===== config.mk =====
export PLATFORM = sky130hd
export DESIGN_NAME = mem_ls_seq
export DESIGN_NICKNAME = d
export VERILOG_FILES = /design/src/rtl/mem_ls_pkg.sv /design/src/rtl/reg_sel_dec.sv /design/src/rtl/mem_ls_seq.sv
export SDC_FILE = /design/constraint.sdc
export NUM_CORES = 1
export LEC_CHECK = 0
export ABC_AREA = 1
export CAP_MARGIN = 5
export CORE_MARGIN = 2
export CORE_UTILIZATION = 45
export DETAILED_ROUTE_END_ITERATION = 8
export PLACE_DENSITY = 0.74
export SLEW_MARGIN = 0
export SYNTH_ARGS = -nofsm -noshare
export SYNTH_HDL_FRONTEND = slang
export SYNTH_SLANG_ARGS = --single-unit
export TNS_END_PERCENT = 20

===== constraint.sdc =====
create_clock -name i_clk -period 2.1 [get_ports i_clk]
set_input_delay 0.42 -clock i_clk [delete_from_list [all_inputs] [get_ports i_clk]]
set_output_delay 0.42 -clock i_clk [all_outputs]
set_load 0.1 [all_outputs]

===== src/rtl/mem_ls_pkg.sv =====
// mem_ls_pkg: opcodes, instruction field positions and FSM states for mem_ls_seq.
package mem_ls_pkg;

    localparam logic [3:0] OP_LOAD     = 4'b0011;
    localparam logic [3:0] OP_STORE    = 4'b0100;
    localparam logic [3:0] OP_LOAD_PI  = 4'b0101;
    localparam logic [3:0] OP_STORE_PI = 4'b0110;

    localparam int OP_MSB = 15;
    localparam int OP_LSB = 12;
    localparam int FA_MSB = 11;
    localparam int FA_LSB = 6;
    localparam int FB_MSB = 5;
    localparam int FB_LSB = 0;

    typedef enum logic [3:0] {
        S_IDLE,
        S_CHECK,
        S_ADDR,
        S_MAR,
        S_ST_DRV,
        S_ST_MEM,
        S_LD_MEM,
        S_LD_WB,
        S_INC,
        S_DONE
    } state_t;

endpackage


===== src/rtl/reg_sel_dec.sv =====
// reg_sel_dec: 6-bit register index to one-hot enable vector, with range check.
module reg_sel_dec #(
    parameter int NUM_REGS = 4
) (
    input  logic [5:0]          i_idx,
    output logic [NUM_REGS-1:0] o_oh,
    output logic                o_valid
);

    localparam logic [6:0] LIM = 7'(NUM_REGS);

    assign o_valid = {1'b0, i_idx} < LIM;

    for (genvar i = 0; i < NUM_REGS; i++) begin : g_oh
        assign o_oh[i] = (i_idx == 6'(i));
    end

endmodule


===== src/rtl/mem_ls_seq.sv =====
// mem_ls_seq: load/store sequencer driving register, MAR, MDR and memory strobes.
// Optional post-increment opcodes and o_inc_en enabled by MEM_LS_POSTINC_EN.
module mem_ls_seq
    import mem_ls_pkg::*;
#(
    parameter int NUM_REGS    = 4,
    parameter int MEM_TIMEOUT = 15
) (
    input  logic                i_clk,
    input  logic                i_rst,
    input  logic                i_start,
    input  logic [15:0]         i_instr,
    input  logic                i_mem_ready,
    output logic                o_busy,
    output logic                o_done,
    output logic                o_err,
    output logic                o_pc_inc,
    output logic [NUM_REGS-1:0] o_reg_out_en,
    output logic [NUM_REGS-1:0] o_reg_in_en,
    output logic                o_mar_en,
    output logic                o_mdr_en_write,
    output logic                o_mdr_en_read,
    output logic                o_mdr_out,
    output logic                o_mem_en,
`ifdef MEM_LS_POSTINC_EN
    output logic                o_inc_en,
`endif
    output logic                o_mem_rw
);

    localparam int CW = $clog2(MEM_TIMEOUT + 1) + 1;

    state_t              r_state;
    state_t              w_nxt;
    logic [15:0]         r_instr;
    logic [CW-1:0]       r_cnt;
    logic                r_ld_mem;
    logic [3:0]          w_op;
    logic [NUM_REGS-1:0] w_a_oh;
    logic [NUM_REGS-1:0] w_b_oh;
    logic                w_a_ok;
    logic                w_b_ok;
    logic                w_pi;
    logic                w_load;
    logic                w_legal;
    logic                w_tmo;
    logic                w_fail;

    reg_sel_dec #(.NUM_REGS(NUM_REGS)) u_dec_a (
        .i_idx   (r_instr[FA_MSB:FA_LSB]),
        .o_oh    (w_a_oh),
        .o_valid (w_a_ok)
    );

    reg_sel_dec #(.NUM_REGS(NUM_REGS)) u_dec_b (
        .i_idx   (r_instr[FB_MSB:FB_LSB]),
        .o_oh    (w_b_oh),
        .o_valid (w_b_ok)
    );

    assign w_op = r_instr[OP_MSB:OP_LSB];
`ifdef MEM_LS_POSTINC_EN
    assign w_pi = (w_op == OP_LOAD_PI) || (w_op == OP_STORE_PI);
`else
    assign w_pi = 1'b0;
`endif
    assign w_load  = (w_op == OP_LOAD) || (w_pi && w_op == OP_LOAD_PI);
    assign w_legal = (w_load || w_op == OP_STORE || w_pi) && w_a_ok && w_b_ok;
    // A ready in the final wait cycle still wins over the timeout.
    assign w_tmo   = (MEM_TIMEOUT > 0) && (r_cnt == CW'(MEM_TIMEOUT)) && !i_mem_ready;

    always_comb begin
        w_nxt  = r_state;
        w_fail = 1'b0;
        case (r_state)
            S_IDLE:   w_nxt = i_start ? S_CHECK : S_IDLE;
            S_CHECK: begin
                w_nxt  = w_legal ? S_ADDR : S_DONE;
                w_fail = !w_legal;
            end
            S_ADDR:   w_nxt = S_MAR;
            S_MAR:    w_nxt = w_load ? S_LD_MEM : S_ST_DRV;
            S_ST_DRV: w_nxt = S_ST_MEM;
            S_ST_MEM: begin
                w_nxt  = i_mem_ready ? (w_pi ? S_INC : S_DONE) : (w_tmo ? S_DONE : S_ST_MEM);
                w_fail = w_tmo;
            end
            S_LD_MEM: begin
                w_nxt  = i_mem_ready ? S_LD_WB : (w_tmo ? S_DONE : S_LD_MEM);
                w_fail = w_tmo;
            end
            S_LD_WB:  w_nxt = w_pi ? S_INC : S_DONE;
            S_INC:    w_nxt = S_DONE;
            default:  w_nxt = S_IDLE;
        endcase
    end

    // Outputs are registered from the next state so they line up with r_state.
    always_ff @(posedge i_clk) begin
        if (!i_rst) begin
            r_state        <= S_IDLE;
            r_instr        <= '0;
            r_cnt          <= '0;
            r_ld_mem       <= 1'b0;
            o_busy         <= 1'b0;
            o_done         <= 1'b0;
            o_err          <= 1'b0;
            o_pc_inc       <= 1'b0;
            o_reg_out_en   <= '0;
            o_reg_in_en    <= '0;
            o_mar_en       <= 1'b0;
            o_mdr_en_write <= 1'b0;
            o_mdr_out      <= 1'b0;
            o_mem_en       <= 1'b0;
            o_mem_rw       <= 1'b0;
`ifdef MEM_LS_POSTINC_EN
            o_inc_en       <= 1'b0;
`endif
        end else begin
            r_state        <= w_nxt;
            r_instr        <= (r_state == S_IDLE && i_start) ? i_instr : r_instr;
            r_cnt          <= (r_state == S_ST_MEM || r_state == S_LD_MEM) ? r_cnt + 1'b1 : '0;
            r_ld_mem       <= w_nxt == S_LD_MEM;
            o_busy         <= w_nxt != S_IDLE;
            o_done         <= w_nxt == S_DONE;
            o_err          <= (w_nxt == S_DONE) && w_fail;
            o_pc_inc       <= w_nxt == S_ADDR;
            o_reg_out_en   <= (w_nxt == S_ADDR || w_nxt == S_MAR || w_nxt == S_INC) ? w_a_oh :
                              (w_nxt == S_ST_DRV) ? w_b_oh : '0;
            o_reg_in_en    <= (w_nxt == S_LD_WB) ? w_b_oh : (w_nxt == S_INC) ? w_a_oh : '0;
            o_mar_en       <= w_nxt == S_MAR;
            o_mdr_en_write <= w_nxt == S_ST_DRV;
            o_mdr_out      <= w_nxt == S_LD_WB;
            o_mem_en       <= (w_nxt == S_ST_MEM) || (w_nxt == S_LD_MEM);
            o_mem_rw       <= w_nxt == S_LD_MEM;
`ifdef MEM_LS_POSTINC_EN
            o_inc_en       <= w_nxt == S_INC;
`endif
        end
    end

    assign o_mdr_en_read = r_ld_mem && i_mem_ready;

endmodule

# ---- Yosys cells after proc, flatten, opt, wreduce, memory -nomap -nowiden
# Index checks and enable logic that the tools add are counted.
dict set report totals {
  out_inout_bits 18
  reg_bits 42
  in_bits 20
  wordCells 75
}
dict set report classes {
  n_reduce_logical 20
  n_eq_ne 25
  order_cmp 2
  muxes 13
  n_addsub 1
}
# operator n
set ops {}
lappend ops {{$eq A4 B3 Y1 const B} 9}
lappend ops {{$mux W4} 9}
lappend ops {{$pmux W4 S8} 1}
lappend ops {{$eq A6 B2 Y1 const B} 4}
lappend ops {{$eq A4 B2 Y1 const B} 5}
lappend ops {{$eq A4 B4 Y1 const B} 3}
lappend ops {{$eq A6 B1 Y1 const B} 2}
lappend ops {{$logic_not A6 Y1} 2}
lappend ops {{$lt A6 B3 Y1 const B} 2}
lappend ops {{$logic_and A1 B1 Y1} 6}
lappend ops {{$add A5 B1 Y5 const B} 1}
lappend ops {{$eq A5 B4 Y1 const B} 1}
lappend ops {{$logic_or A1 B1 Y1} 5}
lappend ops {{$eq A4 B1 Y1 const B} 1}
lappend ops {{$logic_not A4 Y1} 1}
lappend ops {{$reduce_bool A4 Y1} 1}
lappend ops {{$reduce_or A2 Y1} 2}
lappend ops {{$logic_not A1 Y1} 2}
lappend ops {{$mux W2} 1}
lappend ops {{$pmux W1 S2} 1}
lappend ops {{$reduce_and A2 Y1} 1}
lappend ops {{$mux W1} 1}

# ---- Longest topological paths before layout
# Gate-level depths: netlist of the first run.
dict set report logic_depth {
  word_depth 10
  mapped_depth 13
  ltp_nobuf 13
}

# ---- Hierarchy
# Synthesis of the first run repeated with hierarchy kept, for this count alone.
dict set report hier_totals {
  hier_cells 246
  area_unflattened_um2 1800.5
}
# mod seq_area_each_um2 instances cells_per_inst area_each_um2
set modules_own_cells {}
lappend modules_own_cells {mem_ls_seq 840.8 1 218 1695.4}
lappend modules_own_cells {reg_sel_dec 0.0 2 14 52.6}

# ---- Least setup slack after synthesis of the first run
# OpenSTA, ideal clock, no wires.
dict set report synth_path {
  path_type {reg2out}
  startpoint {register r_ld_mem}
  endpoint {output port o_mdr_en_read}
  path_stages_with_launch 3
  slack_ps 21
  t_arrival_ps 1659
  t_required_ps 1680
  path_buffers 0
  cell_sequence {dfxtp_1 -> nand2_1 -> inv_1}
}
dict set report synth_via {
  elab_chain_cells 1
}
# element line
set synth_lines {}
lappend synth_lines {{start, declared} mem_ls_seq.sv:37} ;# logic r_ld_mem;
lappend synth_lines {{start signal, assigned} mem_ls_seq.sv:104} ;# r_ld_mem <= 1'b0;
lappend synth_lines {{start signal, assigned} mem_ls_seq.sv:123} ;# r_ld_mem <= w_nxt == S_LD_MEM;
lappend synth_lines {{$logic_and A1 B1 Y1} mem_ls_seq.sv:142} ;# assign o_mdr_en_read = r_ld_mem && i_mem_ready;
lappend synth_lines {{end, declared} mem_ls_seq.sv:22} ;# output logic o_mdr_en_read,
# No other way between the ends.

# ---- Worst setup path after layout of the first run
dict set report layout_path {
  startpoint {register r_cnt[0]}
  endpoint {register o_reg_out_en[3]}
}
dict set report layout_via {
  elab_chain_cells 9
  word_cells_on_any_way 15
  classes_between {eq/ne (5); mux (7); reduce/logical (3)}
}
# element line
set layout_lines {}
lappend layout_lines {{start, declared} mem_ls_seq.sv:36} ;# logic [CW-1:0] r_cnt;
lappend layout_lines {{start signal, assigned} mem_ls_seq.sv:122} ;# r_cnt <= (r_state == S_ST_MEM || r_state == S_LD_MEM) ? r_cnt + 1'b1 : '0;
lappend layout_lines {{$eq A5 B4 Y1 (*)} mem_ls_seq.sv:70} ;# assign w_tmo = (MEM_TIMEOUT > 0) && (r_cnt == CW'(MEM_TIMEOUT)) && !i_mem_ready;
lappend layout_lines {{$logic_and A1 B1 Y1 (*)} mem_ls_seq.sv:70}
lappend layout_lines {{$mux W4 (on tied branches) (2 in a row)} {mem_ls_seq.sv:89, mem_ls_seq.sv:85}}
lappend layout_lines {{$pmux W4 S8 (*)} mem_ls_seq.sv:75} ;# case (r_state)
lappend layout_lines {{$eq A4 B2 Y1} mem_ls_seq.sv:128} ;# o_reg_out_en <= (w_nxt == S_ADDR || w_nxt == S_MAR || w_nxt == S_INC) ? w_a_oh :
lappend layout_lines {{$logic_or A1 B1 Y1 (2 in a row)} mem_ls_seq.sv:128}
lappend layout_lines {{$mux W4 (*)} mem_ls_seq.sv:128}
lappend layout_lines {{end signal, assigned} mem_ls_seq.sv:128}
lappend layout_lines {{end, declared} mem_ls_seq.sv:18} ;# output logic [NUM_REGS-1:0] o_reg_out_en,
# Every way passes the cells marked *; elsewhere a longest branch is shown, timed or not.
# A chain may end at the register's enable or synchronous reset.

==> results.cfg, run 1 <==
[yosys]
synthCells = 221
syn-num-nets = 243
ys_ff_latch = 42
ys_types = 22
synth_warnings = 0
netlist_area_um2 = 1708
ys_seq_area_frac = 0.4923
syn_area_per_cell_um2 = 7.728

[cts]
cts_tree = built
cts_resized = 0
ctsHoldBuffers = 0
cts_buffers = 5
ctsHtreeMaxLevel = 2
cts_setup_buffers = 0
cts-root-buf = clkbuf_8
cts_num_sinks = 42
clock_latency_ns = 0.29
clkSlewWorstSetupHoldPaths_ns = 0.08
clk_path_buf_depth = 2

[detailed_routing]
met2_length_um = 1485
top_layer = met4
drt-wirelength-per-cell_um = 10.06
routed_wl_um = 3128
drtIter0Drc = 59
drc = 0
num_vias = 1447
first_pass_iters = 4
vias_per_cell = 4.653
drtAntennaViolNets = 0
route.met3.wl_um = 141
routedLengthMet1_um = 1417

[worst_setup_path]
crit_required_ns = 2.32
worstSetupStartpointType = register
worstSetupPathType = register to register
crit_arrival_ns = 2.07
critPathMaxFanout = 6
ff2ff_path_depth = 12
reg2reg_from = r_cnt[0]
r2r_end = o_reg_out_en[3]
ff2ff_setup_slack_ns = 0.25
cp-end-kind = register

[floorplan]
die_h_um = 65.61
coreArea_um2 = 3661
rows = 22
pin_count = 38
die_area_um2 = 4304
chipWidth_um = 65.61
initial_utilization = 0.4665

[job]
max_cap_violations = 0

[worst_hold_path]
whs_endpoint = r_instr[5]
hold-path-cell-count = 2
min_path_type = register to register
min_from = r_instr[5]

[pwr]
swShare = 0.3142
internal_power_mw = 1.352
pwr-share-comb = 0.235
p_leak_nw = 0.9304
p_per_area_nw_per_um2 = 889.7
vdd.ir_drop.worst_mv = 0.5144
pwr-share-clk = 0.298
p_sw_mw = 0.6194
seq_power_share = 0.467

[sta]
slew-limit-headroom = 0.7101
period_share = 0.8820
setup_tns_ns = 0
hold_viol_final = 0
setup_viol = 0
final_max_slew_viol_count = 0
worstMarginPinSlew_ns = 0.4322
rsz0062_at_grt = false
max_freq_ghz = 0.5399
holdWs_ns = 0.4427
finalCriticalPeriod_ns = 1.852
skew_ns = 0.005347
setup_ws_ns = 0.2478

[grt]
track_usage = 0.1667
grt_antenna_before_repair = 0
grt_pass1_vias = 1376
grt_max_degree = 33
overflow = 0
grt_pass1_wl_um = 5499

[final_layout]
mostFrequentLayoutCells = dfxtp_1 (42), nor2_1 (29), inv_1 (28), nand2_1 (28), a21oi_1 (27)
syn_to_final_growth_pct = 29.74
drive_gt1_frac = 0.1559
post-route-util = 0.6053
insertedDiodeCount = 0
layout_commonest_cell = dfxtp_1
nNetsFinal = 284

[place]
pre_cts_slack_ns = 0.1984
dp_hpwl_um = 2386
port_buffers = 37
routabilityCongestion = 0.9541

[outcome]
status = completed
-- how the worst max path moves through the flow --
stage / slack [ns] / end / from
final: 0.25 / o_reg_out_en[3] / r_cnt[0]
after global routing: 0.03 / o_reg_out_en[2] / r_cnt[0]
after CTS: 0.21 / o_reg_out_en[3] / r_cnt[0]
after detailed placement: 0.20 / o_reg_in_en[2] / i_mem_ready
after global placement: 0.24 / o_reg_in_en[1] / i_mem_ready
after floorplan: 0.02 / o_mdr_en_read / r_ld_mem
-- per-layer routing --
layer,vias to the layer above,GRT usage
met5,-,0
met4,0,0.07292
met3,10,0.04623
met2,33,0.3138
met1,601,0.1701
li1,803,-
-- area by class of cell --
| type | count | area, um2 |
|---|---|---|
| inverters | 30 | 112.6 |
| well taps | 48 | 60.06 |
| repair buffers | 40 | 360.3 |
| flip-flops and latches | 42 | 840.8 |
| multi-input cells | 143 | 732.0 |
| clock buffers | 8 | 110.1 |
| fillers | 365 | 1445 |
-- cell families (layout without fill, tap and decap cells) --
group,count (synthesis),count (layout),synth area share
AOI/OAI and AO/OA,50,50,0.1612
xor gates and xnor gates,1,1,0.005129
adders and majority gates,2,2,0.01465
buffers and inverters,36,78,0.07912
DFF,42,42,0.4923
and+or+nand+nor,90,90,0.2476
-- worst max-delay path, cell delays in order (launching register included) --
cell,delay [ns]
dfxtp_1,0.36
ha_1,0.17
nand2_1,0.07
nor2_1,0.09
ha_1,0.14
inv_1,0.05
nor2_1,0.14
nor2_1,0.07
nor2_1,0.16
nand2_2,0.11
nor2_4,0.17
nand4_1,0.10
a21oi_1,0.16
-- state kept, by name (all words and copies together) (netlist names), 4 cells and up --
signal	flops
o_reg_in_en	4
o_reg_out_en	4
r_cnt	5
r_instr	16
r_state	4
-- per-stage QoR --
| stage | std cells | cell area (um2) | power (mW) |
|---|---|---|---|
| 2_1_floorplan | 221 | 1708 | 1.287 |
| 3_3_place_gp | 303 | 2106 | 1.399 |
| 3_5_place_dp | 303 | 2106 | 1.407 |
| 4_1_cts | 311 | 2216 | 1.989 |
| 5_1_grt | 311 | 2216 | 2.084 |
| 6_report | 311 | 2216 | 1.971 |
-- synth_stat cells --
| cell type | instances | area, um2 |
|---|---|---|
| nand3_2 | 2 | 20.02 |
| nand2_2 | 4 | 25.02 |
| nor2_1 | 29 | 108.9 |
| clkinv_1 | 1 | 3.750 |
| a21oi_1 | 27 | 135.1 |
| inv_1 | 28 | 105.1 |
| nand3_1 | 8 | 40.04 |
| xor2_1 | 1 | 8.760 |
| nor2_4 | 1 | 11.26 |
| o21ai_0 | 19 | 95.09 |
| nand4_1 | 5 | 31.28 |
| nand2_1 | 28 | 105.1 |
| nor3_1 | 5 | 25.02 |
| buf_1 | 1 | 3.750 |
| o221ai_4 | 1 | 26.28 |
| dfxtp_1 | 42 | 840.8 |
| clkbuf_1 | 5 | 18.77 |
| ha_1 | 2 | 25.02 |
| a31oi_1 | 3 | 18.77 |
| nor3b_1 | 5 | 37.54 |
| inv_2 | 1 | 3.750 |
| nor2_2 | 3 | 18.77 |
-- power by group through the flow --
stage / registers (mW) / logic [mW] / clock network [mW]
finish: 0.921 / 0.463 / 0.588
detailed placement: 0.940 / 0.467 / 0
global route: 0.933 / 0.518 / 0.633
floorplan: 1.03 / 0.255 / 0
CTS: 0.921 / 0.468 / 0.599
global placement: 0.939 / 0.461 / 0
Note: power is estimated with default switching activity, not from simulation.
==> run 2, diff against run 1 <==
GPL_TIMING_DRIVEN = 0   (was default)
PLACE_DENSITY = 0.73   (was 0.74)
SLEW_MARGIN = default   (was 0)
==> run 2 against run 1 <==
Against the previous run:
- register-to-register slack worse by 0.06 ns
- die area unchanged
- clock skew barely moved
- combinational power is 6.7% higher
- via count increased by 7.0%
- highest routed layer unchanged
- clock-buffer cell count down 3
- sequential share of layout area is 1.2 points lower
- core utilization is 2.0 points higher
- wire length is 13% higher
- sequential power about the same
==> results.cfg, run 2 (synthesized netlist as in run 1, its figures left out) <==
[cts]
ctsHtreeMaxLevel = 2
clk_path_buf_depth = 2
cts-root-buf = clkbuf_8
cts_buffers = 5
clkSlewWorstSetupHoldPaths_ns = 0.08
cts_tree = built
cts_num_sinks = 42
clock_latency_ns = 0.29

[floorplan]
die_h_um = 65.61
initial_utilization = 0.4665
die_area_um2 = 4304
coreArea_um2 = 3661
pin_count = 38
chipWidth_um = 65.61
rows = 22

[pwr]
swShare = 0.3257
p_per_area_nw_per_um2 = 894.6
fin_total_pwr_mw = 2.048
internal_power_mw = 1.381
pwr-share-comb = 0.241
seq_power_share = 0.450
vdd.ir_drop.worst_mv = 0.5287
pwr-share-clk = 0.309
p_leak_nw = 0.9678
p_sw_mw = 0.6672

[sta]
period_share = 0.9737
setup_ws_ns = 0.05531
final_max_slew_viol_count = 0
hold_viol_final = 0
finalCriticalPeriod_ns = 2.045
max_freq_ghz = 0.4891
setup_tns_ns = 0
slew-limit-headroom = 0.3607
worstMarginPinSlew_ns = 0.9627
skew_ns = 0.005193
setup_viol = 0

[worst_setup_path]
ff2ff_path_depth = 13
cp_cell_sequence = clkdlybuf4s50_1 > nand2_1 > inv_1 > clkdlybuf4s15_2
crit_required_ns = 1.68
ff2ff_setup_slack_ns = 0.19
cp-end-kind = output port
endpoint = o_mdr_en_read
max_stage_delay_ns = 0.55
worstSetupStartpointType = input pin
r2r_end = o_reg_out_en[2]
crit_arrival_ns = 1.62
reg2reg_from = r_cnt[0]
critPathMaxFanout = 3
worstSetupPathType = input pin to output port
critPathSlowestCell = clkdlybuf4s50_1
critPathLaunch = i_mem_ready

[detailed_routing]
vias_per_cell = 4.886
drc = 0
routed_wl_um = 3535
drtAntennaViolNets = 0
drtIter0Drc = 83
first_pass_iters = 5
num_vias = 1549
drt-wirelength-per-cell_um = 11.15

[grt]
overflow = 0
grt_pass1_vias = 1415
grt_max_degree = 15
grt_antenna_before_repair = 0
grt_pass1_wl_um = 5865
track_usage = 0.1775

[final_layout]
mostFrequentLayoutCells = dfxtp_1 (41), inv_1 (27), nand2_1 (27), nor2_1 (27), a21oi_1 (26)
layout_commonest_cell = dfxtp_1
post-route-util = 0.6254
top_register = r_instr
nNetsFinal = 290
num-fill-cells = 330
syn_to_final_growth_pct = 34.07
reg_top3 = r_instr (16), r_cnt (5)
drive_gt1_frac = 0.1227
largest_reg_flops = 16
insertedDiodeCount = 0

[place]
routabilityCongestion = 0.8430
pre_cts_slack_ns = -0.4538
port_buffers = 37
dp_hpwl_um = 2634

[worst_hold_path]
hold-path-cell-count = 1
min_path_type = register to register

[outcome]
status = completed

[job]
max_cap_violations = 0
-- run 2: cell count changes in the layout (fill, tap and decap cells not counted), sizes merged --
cell / change
buf: -17
bufinv: +1
clkinvlp: +2
dlygate4sd2: +17
clkbuf: +2
clkdlybuf4s15: +1
-- run 2: worst min-delay path by stage --
stage / from / endpoint / slack, ns
3_3_place_gp: r_cnt[0] / r_cnt[0] / 0.43
2_1_floorplan: r_cnt[0] / r_cnt[0] / 0.42
6_report: r_cnt[0] / r_cnt[0] / 0.43
4_1_cts: r_instr[5] / r_instr[5] / 0.45
5_1_grt: r_cnt[0] / r_cnt[0] / 0.45
3_5_place_dp: r_instr[5] / r_instr[5] / 0.44
-- run 2: layout make-up --
type | count | area [um2] | area share
sequential | 42 | 842.1 | 0.3678
multi-input combinational | 143 | 765.7 | 0.3344
timing repair buffer | 40 | 372.9 | 0.1628
inverter | 30 | 112.6 | 0.04918
clock buffer | 5 | 68.82 | 0.03005
tap | 48 | 60.06 | 0.02623
clock inverter | 3 | 45.04 | 0.01967
buffer | 6 | 22.52 | 0.009836
-- run 2: metal layers --
| layer | global-route usage | up-vias | share of wire |
|---|---|---|---|
| met3 | 0.03938 | 5 | 0.045 |
| li1 | - | 814 | - |
| met4 | 0.07813 | 0 | 0.015 |
| met1 | 0.2051 | 692 | 0.45 |
| met2 | 0.3125 | 38 | 0.49 |
| met5 | 0 | - | 0 |
-- run 2: critical path: cells and delay by family --
family                 cells  cell delay (ns)
and+or+nand+nor            1             0.07
buffers and inverters      3             1.14
-- run 2: repair_timing --
item / in CTS / in global routing
buffers inserted: 0 / 3
endpoints found under the hold margin: 0 / 0
setup endpoints to repair: 18 / 13
cloned: 0 / 0
pin swaps: 0 / 5
resized for setup: 20 / 11
hold buffers: 0 / 0
-- run 2: power by group through the flow --
stage               clock [mW]  combinational (mW)  sequential (mW)
CTS                      0.645               0.473            0.920
detailed placement           0               0.481            0.939
finish                   0.633               0.494            0.921
floorplan                    0               0.255             1.03
global route             0.679               0.551            0.930
global placement             0               0.475            0.937
-- run 2: per-stage QoR --
stage                     cells  hold WS (ns)  instance area, um2
final                       317        0.4292                2290
after global routing        317        0.4514                2290
after floorplan             221        0.4175                1708
after CTS                   314        0.4482                2232
after detailed placement    306        0.4363                2138
after global placement      306        0.4315                2138
